$ cat src/rtl/dsp_post_adder_acc.sv
// Post-adder/accumulator stage of a DSP48A1-style slice: X/Z operand select, add/subtract
// with carry-in, P accumulator register. Optional sticky overflow flag under OVF_DETECT_EN.
module dsp_post_adder_acc #(
    parameter bit PREG        = 1'b1,
    parameter bit CARRYOUTREG = 1'b1,
    parameter bit OPMODEREG   = 1'b1,
    parameter bit CREG        = 1'b1,
    parameter bit CARRYINREG  = 1'b1
) (
    input  logic        CLK,
    input  logic        rst_n,
    input  logic [35:0] m_i,
    input  logic [47:0] c_i,
    input  logic [47:0] dab_i,
    input  logic [47:0] pcin_i,
    input  logic [7:0]  opmode_i,
    input  logic        carryin_i,
    input  logic        cep_i,
    input  logic        cec_i,
    input  logic        ceopmode_i,
    input  logic        cecarryin_i,
    input  logic        cecarryout_i,
    output logic [47:0] p_o,
    output logic [47:0] pcout_o,
    output logic        carryout_o
`ifdef OVF_DETECT_EN
    ,
    output logic        ovf_o
`endif
);

    logic [7:0]  opmode_q;
    logic [47:0] c_q;
    logic        cyi_q;
    logic [47:0] p_q;
    logic        carryout_q;

    logic [7:0]  opmode_eff;
    logic [47:0] c_eff;
    logic        cin_eff;
    logic [47:0] x_mux;
    logic [47:0] z_mux;
    logic [48:0] x_cin;
    logic [48:0] result;
    logic        sub;

    // Bits [6:4] of OPMODE have no function in this stage.
    logic unused_opmode;
    assign unused_opmode = ^{opmode_i[6:4], opmode_q[6:4]};

    assign opmode_eff = OPMODEREG  ? opmode_q : opmode_i;
    assign c_eff      = CREG       ? c_q      : c_i;
    assign cin_eff    = CARRYINREG ? cyi_q    : carryin_i;
    assign sub        = opmode_eff[7];

    always_comb begin
        x_mux = '0;
        case (opmode_eff[1:0])
            2'b00:   x_mux = '0;
            2'b01:   x_mux = {12'b0, m_i};
            2'b10:   x_mux = p_q;
            default: x_mux = dab_i;
        endcase
    end

    always_comb begin
        z_mux = '0;
        case (opmode_eff[3:2])
            2'b00:   z_mux = '0;
            2'b01:   z_mux = pcin_i;
            2'b10:   z_mux = p_q;
            default: z_mux = c_eff;
        endcase
    end

    // Carry-in joins X before the add/subtract so subtract yields Z - (X + CIN).
    always_comb begin
        x_cin  = {1'b0, x_mux} + {48'b0, cin_eff};
        result = sub ? ({1'b0, z_mux} - x_cin) : ({1'b0, z_mux} + x_cin);
    end

    always_ff @(posedge CLK or negedge rst_n) begin
        if (!rst_n) begin
            opmode_q   <= '0;
            c_q        <= '0;
            cyi_q      <= 1'b0;
            p_q        <= '0;
            carryout_q <= 1'b0;
        end else begin
            if (ceopmode_i)   opmode_q   <= opmode_i;
            if (cec_i)        c_q        <= c_i;
            if (cecarryin_i)  cyi_q      <= carryin_i;
            if (cep_i)        p_q        <= result[47:0];
            if (cecarryout_i) carryout_q <= result[48];
        end
    end

    assign p_o        = PREG ? p_q : result[47:0];
    assign pcout_o    = p_o;
    assign carryout_o = CARRYOUTREG ? carryout_q : result[48];

`ifdef OVF_DETECT_EN
    logic ovf_q;
    logic ovf_now;

    // Signed overflow: effective operand signs agree but the result sign differs.
    assign ovf_now = (z_mux[47] == (x_mux[47] ^ sub)) && (result[47] != z_mux[47]);

    always_ff @(posedge CLK or negedge rst_n) begin
        if (!rst_n) begin
            ovf_q <= 1'b0;
        end else if (cep_i && ovf_now) begin
            ovf_q <= 1'b1;
        end
    end

    assign ovf_o = ovf_q;
`endif

endmodule
$ cat config.mk
export PLATFORM = sky130hd
export DESIGN_NAME = dsp_post_adder_acc
export DESIGN_NICKNAME = d
export VERILOG_FILES = /design/src/rtl/dsp_post_adder_acc.sv
export SDC_FILE = /design/constraint.sdc
export NUM_CORES = 1
export LEC_CHECK = 0
export CORE_MARGIN = 2
export CORE_UTILIZATION = 45
export CTS_CLUSTER_SIZE = 10
export DETAILED_ROUTE_END_ITERATION = 12
export PLACE_DENSITY = 0.8
export SLEW_MARGIN = 10
export SYNTH_ARGS = -nofsm -noshare
export SYNTH_HDL_FRONTEND = slang
export SYNTH_SLANG_ARGS = --single-unit
$ cat constraint.sdc
create_clock -name CLK -period 9.7 [get_ports CLK]
set_input_delay 1.94 -clock CLK [delete_from_list [all_inputs] [get_ports CLK]]
set_output_delay 1.94 -clock CLK [all_outputs]
set_load 0.005 [all_outputs]
After elaboration in Yosys (flattened, before gate mapping)
Cells that the tools add are included.
{"block": "op_classes", "addsub": 3, "n_eq_ne": 4, "muxes": 3, "reduce_logical": 2}
{"cell": "one-hot mux 48 bit (3 select lines)", "count": 2}
{"cell": "adder 48 x 1 -> 49 bit", "count": 1}
{"cell": "adder 48 x 49 -> 49 bit", "count": 1}
{"cell": "2-to-1 mux 49 bit", "count": 1}
{"cell": "subtractor 48 x 49 -> 49 bit", "count": 1}
{"cell": "== test 2 x 1 -> 1 bit (second input constant)", "count": 2}
{"cell": "== test 2 bit (second input constant)", "count": 2}
{"cell": "logical NOT 2 bit", "count": 2}
{"block": "word_totals", "reg_bits": 106, "inputBits": 196, "word_cells": 17}

Longest topological paths before layout
Gate-level depths: netlist (run 1).
{"block": "logic_depth", "ltp_word": 5, "ltp_mapped": 33}

Least setup slack after synthesis (run 1)
Ideal clock, no wire load.
{"block": "synth_timing", "path_kind": "input -> register", "startpoint": "input port dab_i[0]", "endpoint": "register carryout_q (netlist: carryout_o)", "setup_time_ns": 0.070, "arrival_ns": 7.646, "path_slack_ns": 1.984, "cell_stages": 28, "cell_sequence": "mux2_2 -> a22o_1 -> ha_1 -> inv_1 -> a211oi_2 -> and3_1 -> buf_1 -> nor4_1 -> o32ai_1 -> nor4_1 -> nor2b_1 -> nand2_1 -> nor2_1 -> nor2_1 -> xor2_1 -> ha_1 -> clkbuf_1 -> and3_1 -> and3_1 -> nor2b_1 -> a21boi_0 -> a311oi_1 -> o31ai_1 -> a31oi_1 -> o21ai_0 -> or4_1 -> a22o_1 -> nand3_1"}
{"block": "synth_via", "elab_chain_len": 4}
{"item": "start, declared", "line": "14", "source": "input logic [47:0] dab_i,"}
{"item": "one-hot mux 48 bit (3 select lines) (*)", "line": "58", "source": "case (opmode_eff[1:0])"}
{"item": "adder 48 x 1 -> 49 bit (*)", "line": "78", "source": "x_cin = {1'b0, x_mux} + {48'b0, cin_eff};"}
{"item": "adder 48 x 49 -> 49 bit or subtractor 48 x 49 -> 49 bit (tied branches)", "line": "79", "source": "result = sub ? ({1'b0, z_mux} - x_cin) : ({1'b0, z_mux} + x_cin);"}
{"item": "2-to-1 mux 49 bit (*)", "line": "79"}
{"item": "end signal, assigned", "line": "94", "source": "if (cecarryout_i) carryout_q <= result[48];"}
{"item": "end, declared", "line": "36", "source": "logic carryout_q;"}
Mark *: on every way between the ends. The rest lies on a longest branch, timed or not.
A chain may end at the register's enable or synchronous reset.

Final worst setup path (run 1)
Ends and elaborated chain as after synthesis.

==> results of run 1 <==
-- worst max-delay path: cells and delay by family --
kind	cells	cell delay, ns
compound gates	9	2.52
buf+inv	4	0.94
fa+ha+maj	2	0.61
mux	1	0.14
simple gates	12	2.95
xor+xnor	1	0.19
-- state kept, by name, summed over array words and instances (netlist names) --
register	cells
c_eff	48
carryout_o	1
cin_eff	1
opmode_eff	5
p_o	48
-- logic make-up (layout without fill, tap and decap cells) --
kind of cell,Yosys count,in the layout
AO/OA/AOI/OAI,349,349
adder cells (fa/ha/maj),53,53
flip-flops,103,103
buffers and inverters,139,341
XOR/XNOR,122,122
AND/OR/NAND/NOR,353,353
multiplexers,183,183
-- cells in the final DEF (no fill, tap or decap), drive strengths merged, types with 10 or more instances in the layout --
cell and instances:
clkdlybuf4s50 286, mux2 179, dfrtp 103, nor2 80
a22o 80, a21oi 79, nand2 79, xnor2 79
ha 52, o21ai 43, xor2 41, nand3 37
a21o 29, nor3 29, nand4 25, inv 24
nor4 21, a22oi 19, a31oi 19, buf 16
and3 15, o31ai 11, o21a 10, nor2b 10
-- report_power, final --
group	leakage [µW]	switching [µW]	total, µW	internal, µW
sequential	0.00121	168	729	560
combinational	0.00447	1070	2280	1210
clock	0.000156	185	413	228
total	0.00583	1430	3420	2000
-- path summary, 6_finish.rpt --
path                                     from         end  slack (ns)  cells past startpoint
worst max-delay path                 dab_i[0]  carryout_o        0.68                     29
worst min-delay path                c_eff[27]   c_eff[27]        0.51                      1
worst max register to register  opmode_eff[1]  carryout_o        1.10                     28
worst min register to register      c_eff[27]   c_eff[27]        0.51                      1
max in group asynchronous               rst_n     p_o[36]        6.92                      2
min in group asynchronous               rst_n     p_o[10]        1.59                      1
-- layout make-up --
class / instances / area share, %
Multi-Input combinational cell: 1060 / 56.4
Sequential cell: 103 / 17.6
Timing Repair Buffer: 302 / 20.3
Tap cell: 330 / 2.82
Clock inverter: 7 / 0.650
Inverter: 23 / 0.590
Clock buffer: 9 / 1.54
-- metrics by stage --
step,instances,utilization [%]
6_report,1834,58.0
3_5_place_dp,1818,56.7
2_1_floorplan,1302,-
5_1_grt,1834,58.0
3_3_place_gp,1818,56.7
4_1_cts,1834,58.0
-- metal layers --
metal / vias to the layer above / GRT usage [%] / share of wire, %
li1: 5240 / - / -
met1: 5379 / 33.8 / 43
met2: 370 / 47.6 / 50
met3: 45 / 3.47 / 5.5
met4: 0 / 6.28 / 1.7
met5: - / 0 / 0
==> impl_metrics.json, run 1 <==
{
  "status": "finished clean",
  "initial_utilization_pct": 45.9,
  "syn_nets": 1551,
  "finalSetupViolCount": 0,
  "syn_area_per_cell_um2": 8.90,
  "worst-endpoint-required_ns": 9.99,
  "grt_remaining_overflow": 0,
  "antenna_cells": 0,
  "vdd_drop_max_v": 0.000104,
  "power.leakage_uw": 0.00583,
  "drive_gt1_share_pct": 16.6,
  "power-per-cell-area_nw_per_um2": 234,
  "cts_max_level": 3,
  "crit_path_max_incr_delay_ns": 0.56,
  "gp_congestion": 0.929,
  "syn_to_final_growth_pct": 26.3,
  "grt_use_total_pct": 26.5,
  "min_path_type": "flop to flop",
  "drv_cap": 0,
  "crit_path_start_kind": "input port",
  "finalCritPeriodShare_pct": 92.9,
  "synth_commonest_cells": "mux2_2, dfrtp_1, nor2_1",
  "cts_tree": "built",
  "tightest_slew_ns": 1.01,
  "first_pass_iters": 5,
  "antenna_found_initial": 0,
  "cpMaxStageDelayCell": "o31ai_1",
  "ys_async_sr_fraction_pct": 100,
  "grt_pass1_vias": 11000,
  "vias": 11000,
  "multi_input_area_um2": 8260,
  "synth.most_common_cell": "mux2_2",
  "synth.area.mux_share_pct": 17.7,
  "synth-compound-area-share_pct": 21.1,
  "clk_pin_slew_worst_paths_ns": 0.08,
  "yosysSeqAreaShare_pct": 22.2,
  "crit_fanout": 7,
  "yosys.area.top_type": "dfrtp_1",
  "hold_viol_final": 0,
  "cts_root_buf": "clkbuf_16",
  "synth_edf_count": 0,
  "pre_cts_slack_ns": 0.520,
  "fin_crit_ns": 9.02,
  "syn-instance-count": 1302,
  "nNetsFinal": 1748,
  "grt_max_degree": 56,
  "ctsHoldBuffers": 0,
  "synthXorXnorAreaFrac_pct": 9.48,
  "tns_ns": 0,
  "routed_wl_mm": 36.4,
  "fp.dieW_um": 165,
  "placed_area_um2": 14300,
  "synth-seq-cells": 103,
  "clock_path_buffers": 2,
  "fill_cells": 2262,
  "detailed_place_hpwl_mm": 27.8,
  "io_pins": 293,
  "portBuffers": 289,
  "yosys.area_share.simple_pct": 17.1,
  "die_area_um2": 27100,
  "drv_slew": 0,
  "cts_sinks": 103,
  "rsz0062_at_grt": "no",
  "fin_hold_ws_ns": 0.507,
  "end_kind": "flop",
  "relSlewSlack_pct": 32.7,
  "fmax_ghz": 0.111,
  "crit_arrival_ns": 9.31,
  "ctsResizeCount": 0,
  "fin_area_um2": 14600,
  "synth_ff_type": "dfrtp_1",
  "yosys_warnings": 0,
  "seqCellArea_um2": 2580,
  "via_per_inst": 6.02,
  "clk_latency_ns": 0.36,
  "die_h_um": 165,
  "num_rows": 58,
  "clock-skew-final_ns": 0.00748,
  "grt_pass1_wl_mm": 57.6,
  "totalPowerFinal_uw": 3420,
  "fin_ws_ns": 0.685,
  "wl_per_cell_um": 19.9,
  "synth_fa_ha_area_share_pct": 5.78,
  "core_area_um2": 25300,
  "cts_buffers": 9,
  "drt_iter0_drc": 744,
  "cts_setup_buffers": 0,
  "synth_cell_types": 78,
  "yosys.area.top_type_share_pct": 22.2,
  "synth_top_family_by_area": "compound AO/OA/AOI/OAI gates",
  "antenna_left": 0,
  "remaining_drc_errors": 0,
  "criticalPathCategory": "input port to flop",
  "synth_area_leaders": "dfrtp_1, mux2_2, xnor2_1, a22o_1, ha_1",
  "synth_area_um2": 11600
}
No activity file was read; power rests on OpenSTA's default activity.
==> run 2, diff against run 1 <==
--- a/config.mk
+++ b/config.mk
@@ -5,11 +5,12 @@
 export SDC_FILE = /design/constraint.sdc
 export NUM_CORES = 1
 export LEC_CHECK = 0
-export CORE_MARGIN = 2
 export CORE_UTILIZATION = 45
 export CTS_CLUSTER_SIZE = 10
 export DETAILED_ROUTE_END_ITERATION = 12
 export PLACE_DENSITY = 0.8
+export RECOVER_POWER = 25
+export SETUP_SLACK_MARGIN = 0.1
 export SLEW_MARGIN = 10
 export SYNTH_ARGS = -nofsm -noshare
 export SYNTH_HDL_FRONTEND = slang
==> run 2 against run 1 <==
Net effect:
- the run now ends with max-capacitance violations, max-slew violations left
- worst hold slack got worse by 0.0029 ns
- critical path type unchanged
- setup slack improved by 0.34 ns
- combinational power about the same
- die area decreased by 2.4%
- clock power decreased by 4%
==> impl_metrics.json, run 2 (synthesized netlist as in run 1, its figures left out) <==
{
  "tns_ns": 0,
  "via_per_inst": 6.00,
  "fin_crit_ns": 8.67,
  "die_area_um2": 26400,
  "ctsHoldBuffers": 0,
  "first_pass_iters": 5,
  "tightest_slew_ns": 3.04,
  "antenna_left": 0,
  "final_cell_mix": "clkdlybuf4s50_1, mux2_2, dfrtp_1",
  "clk_pin_slew_worst_paths_ns": 0.08,
  "remaining_drc_errors": 0,
  "crit_fanout": 7,
  "clock_path_buffers": 2,
  "antenna_found_initial": 2,
  "core_area_um2": 25300,
  "power-per-cell-area_nw_per_um2": 232,
  "grt_pass1_wl_mm": 56.9,
  "drt_iter0_drc": 746,
  "ctsResizeCount": 0,
  "fp.dieW_um": 163,
  "min_path_type": "flop to flop",
  "fmax_ghz": 0.115,
  "cts_buffers": 9,
  "syn_to_final_growth_pct": 26.2,
  "detailed_place_hpwl_mm": 27.5,
  "clock-skew-final_ns": 0.0180,
  "relSlewSlack_pct": -103,
  "grt_max_degree": 54,
  "vdd_drop_max_v": 0.000111,
  "die_h_um": 163,
  "status": "finished, violations left",
  "drv_slew": 103,
  "routed_wl_mm": 36.1,
  "initial_utilization_pct": 45.9,
  "crit_arrival_ns": 8.97,
  "hold_viol_final": 0,
  "fin_ws_ns": 1.03,
  "drv_cap": 2,
  "finalSetupViolCount": 0,
  "end_kind": "flop",
  "cts_root_buf": "clkbuf_16",
  "criticalPathCategory": "input port to flop",
  "totalPowerFinal_uw": 3400,
  "io_pins": 293,
  "nNetsFinal": 1750,
  "pre_cts_slack_ns": 0.720,
  "wl_per_cell_um": 19.6,
  "cts_sinks": 103,
  "grt_use_total_pct": 27.1,
  "grt_remaining_overflow": 0,
  "final_common_cell": "clkdlybuf4s50_1",
  "power.leakage_uw": 0.00583,
  "grt_pass1_vias": 10900,
  "gp_congestion": 0.922,
  "clk_latency_ns": 0.37,
  "cts_tree": "built",
  "vias": 11000,
  "cts_setup_buffers": 0,
  "cts_max_level": 3,
  "violations": "max-capacitance violations, max-slew violations",
  "crit_path_start_kind": "input port",
  "worst-endpoint-required_ns": 9.99,
  "rsz0062_at_grt": "no",
  "drive_gt1_share_pct": 16.5,
  "num_rows": 58,
  "finalCritPeriodShare_pct": 89.4,
  "portBuffers": 289
}
-- run 2: worst max-delay path: stages --
cell             delay (ns)
clkdlybuf4s50_1        0.46
mux2_2                 0.14
a22o_1                 0.14
ha_1                   0.16
inv_1                  0.06
a211oi_2               0.38
nand3_1                0.32
nor4_1                 0.39
o32ai_1                0.21
nor4b_4                0.43
or4b_4                 0.59
nor4_4                 0.39
a21oi_1                0.13
xnor2_1                0.22
ha_1                   0.32
a21o_1                 0.19
a21oi_1                0.21
o2111ai_1              0.16
a311oi_1               0.34
buf_4                  0.20
o31ai_1                0.14
a31oi_1                0.36
o21ai_0                0.29
or4_1                  0.53
a22o_1                 0.21
nand3_1                0.06
-- run 2: power by group --
group	switching (µW)	internal, µW	total (µW)
Combinational	1070	1210	2280
Clock	191	204	395
Sequential	168	560	729
-- run 2: routing by layer --
layer	track usage (%)	share of wire [%]	vias to the layer above
met4	9.65	2.7	2
met1	34.4	43	5344
met3	3.49	4.8	64
met2	47.0	49	374
li1	-	-	5245
met5	0	0.030	-
-- run 2: cell type report --
class                      count  area [µm²]
multi-input combinational   1060        8260
sequential                   103        2580
clock inverter                 7        77.6
inverter                      23        86.3
tap                          330         413
clock buffer                   9         225
timing repair buffer         304        2990
fill                        2254       10600
antenna                        1        2.50
-- run 2: path summary, 6_finish.rpt --
path	start	to	slack, ns	depth (start not counted)
setup / recovery	dab_i[0]	carryout_o	1.03	26
hold / removal	c_eff[37]	c_eff[37]	0.50	1
setup reg to reg	opmode_eff[0]	carryout_o	1.26	25
hold reg to reg	c_eff[37]	c_eff[37]	0.50	1
max in group asynchronous	rst_n	opmode_eff[1]	5.13	2
min in group asynchronous	rst_n	c_eff[12]	2.54	1
-- run 2: metrics by stage --
step / hold slack [ns] / std cells / instance area, µm² / utilization, %
2_1_floorplan: 0.475 / 1302 / 11600 / -
3_3_place_gp: 0.485 / 1820 / 14300 / 56.8
3_5_place_dp: 0.490 / 1820 / 14300 / 56.8
4_1_cts: 0.509 / 1836 / 14600 / 58.0
5_1_grt: 0.523 / 1837 / 14600 / 57.9
6_report: 0.504 / 1837 / 14600 / 57.9
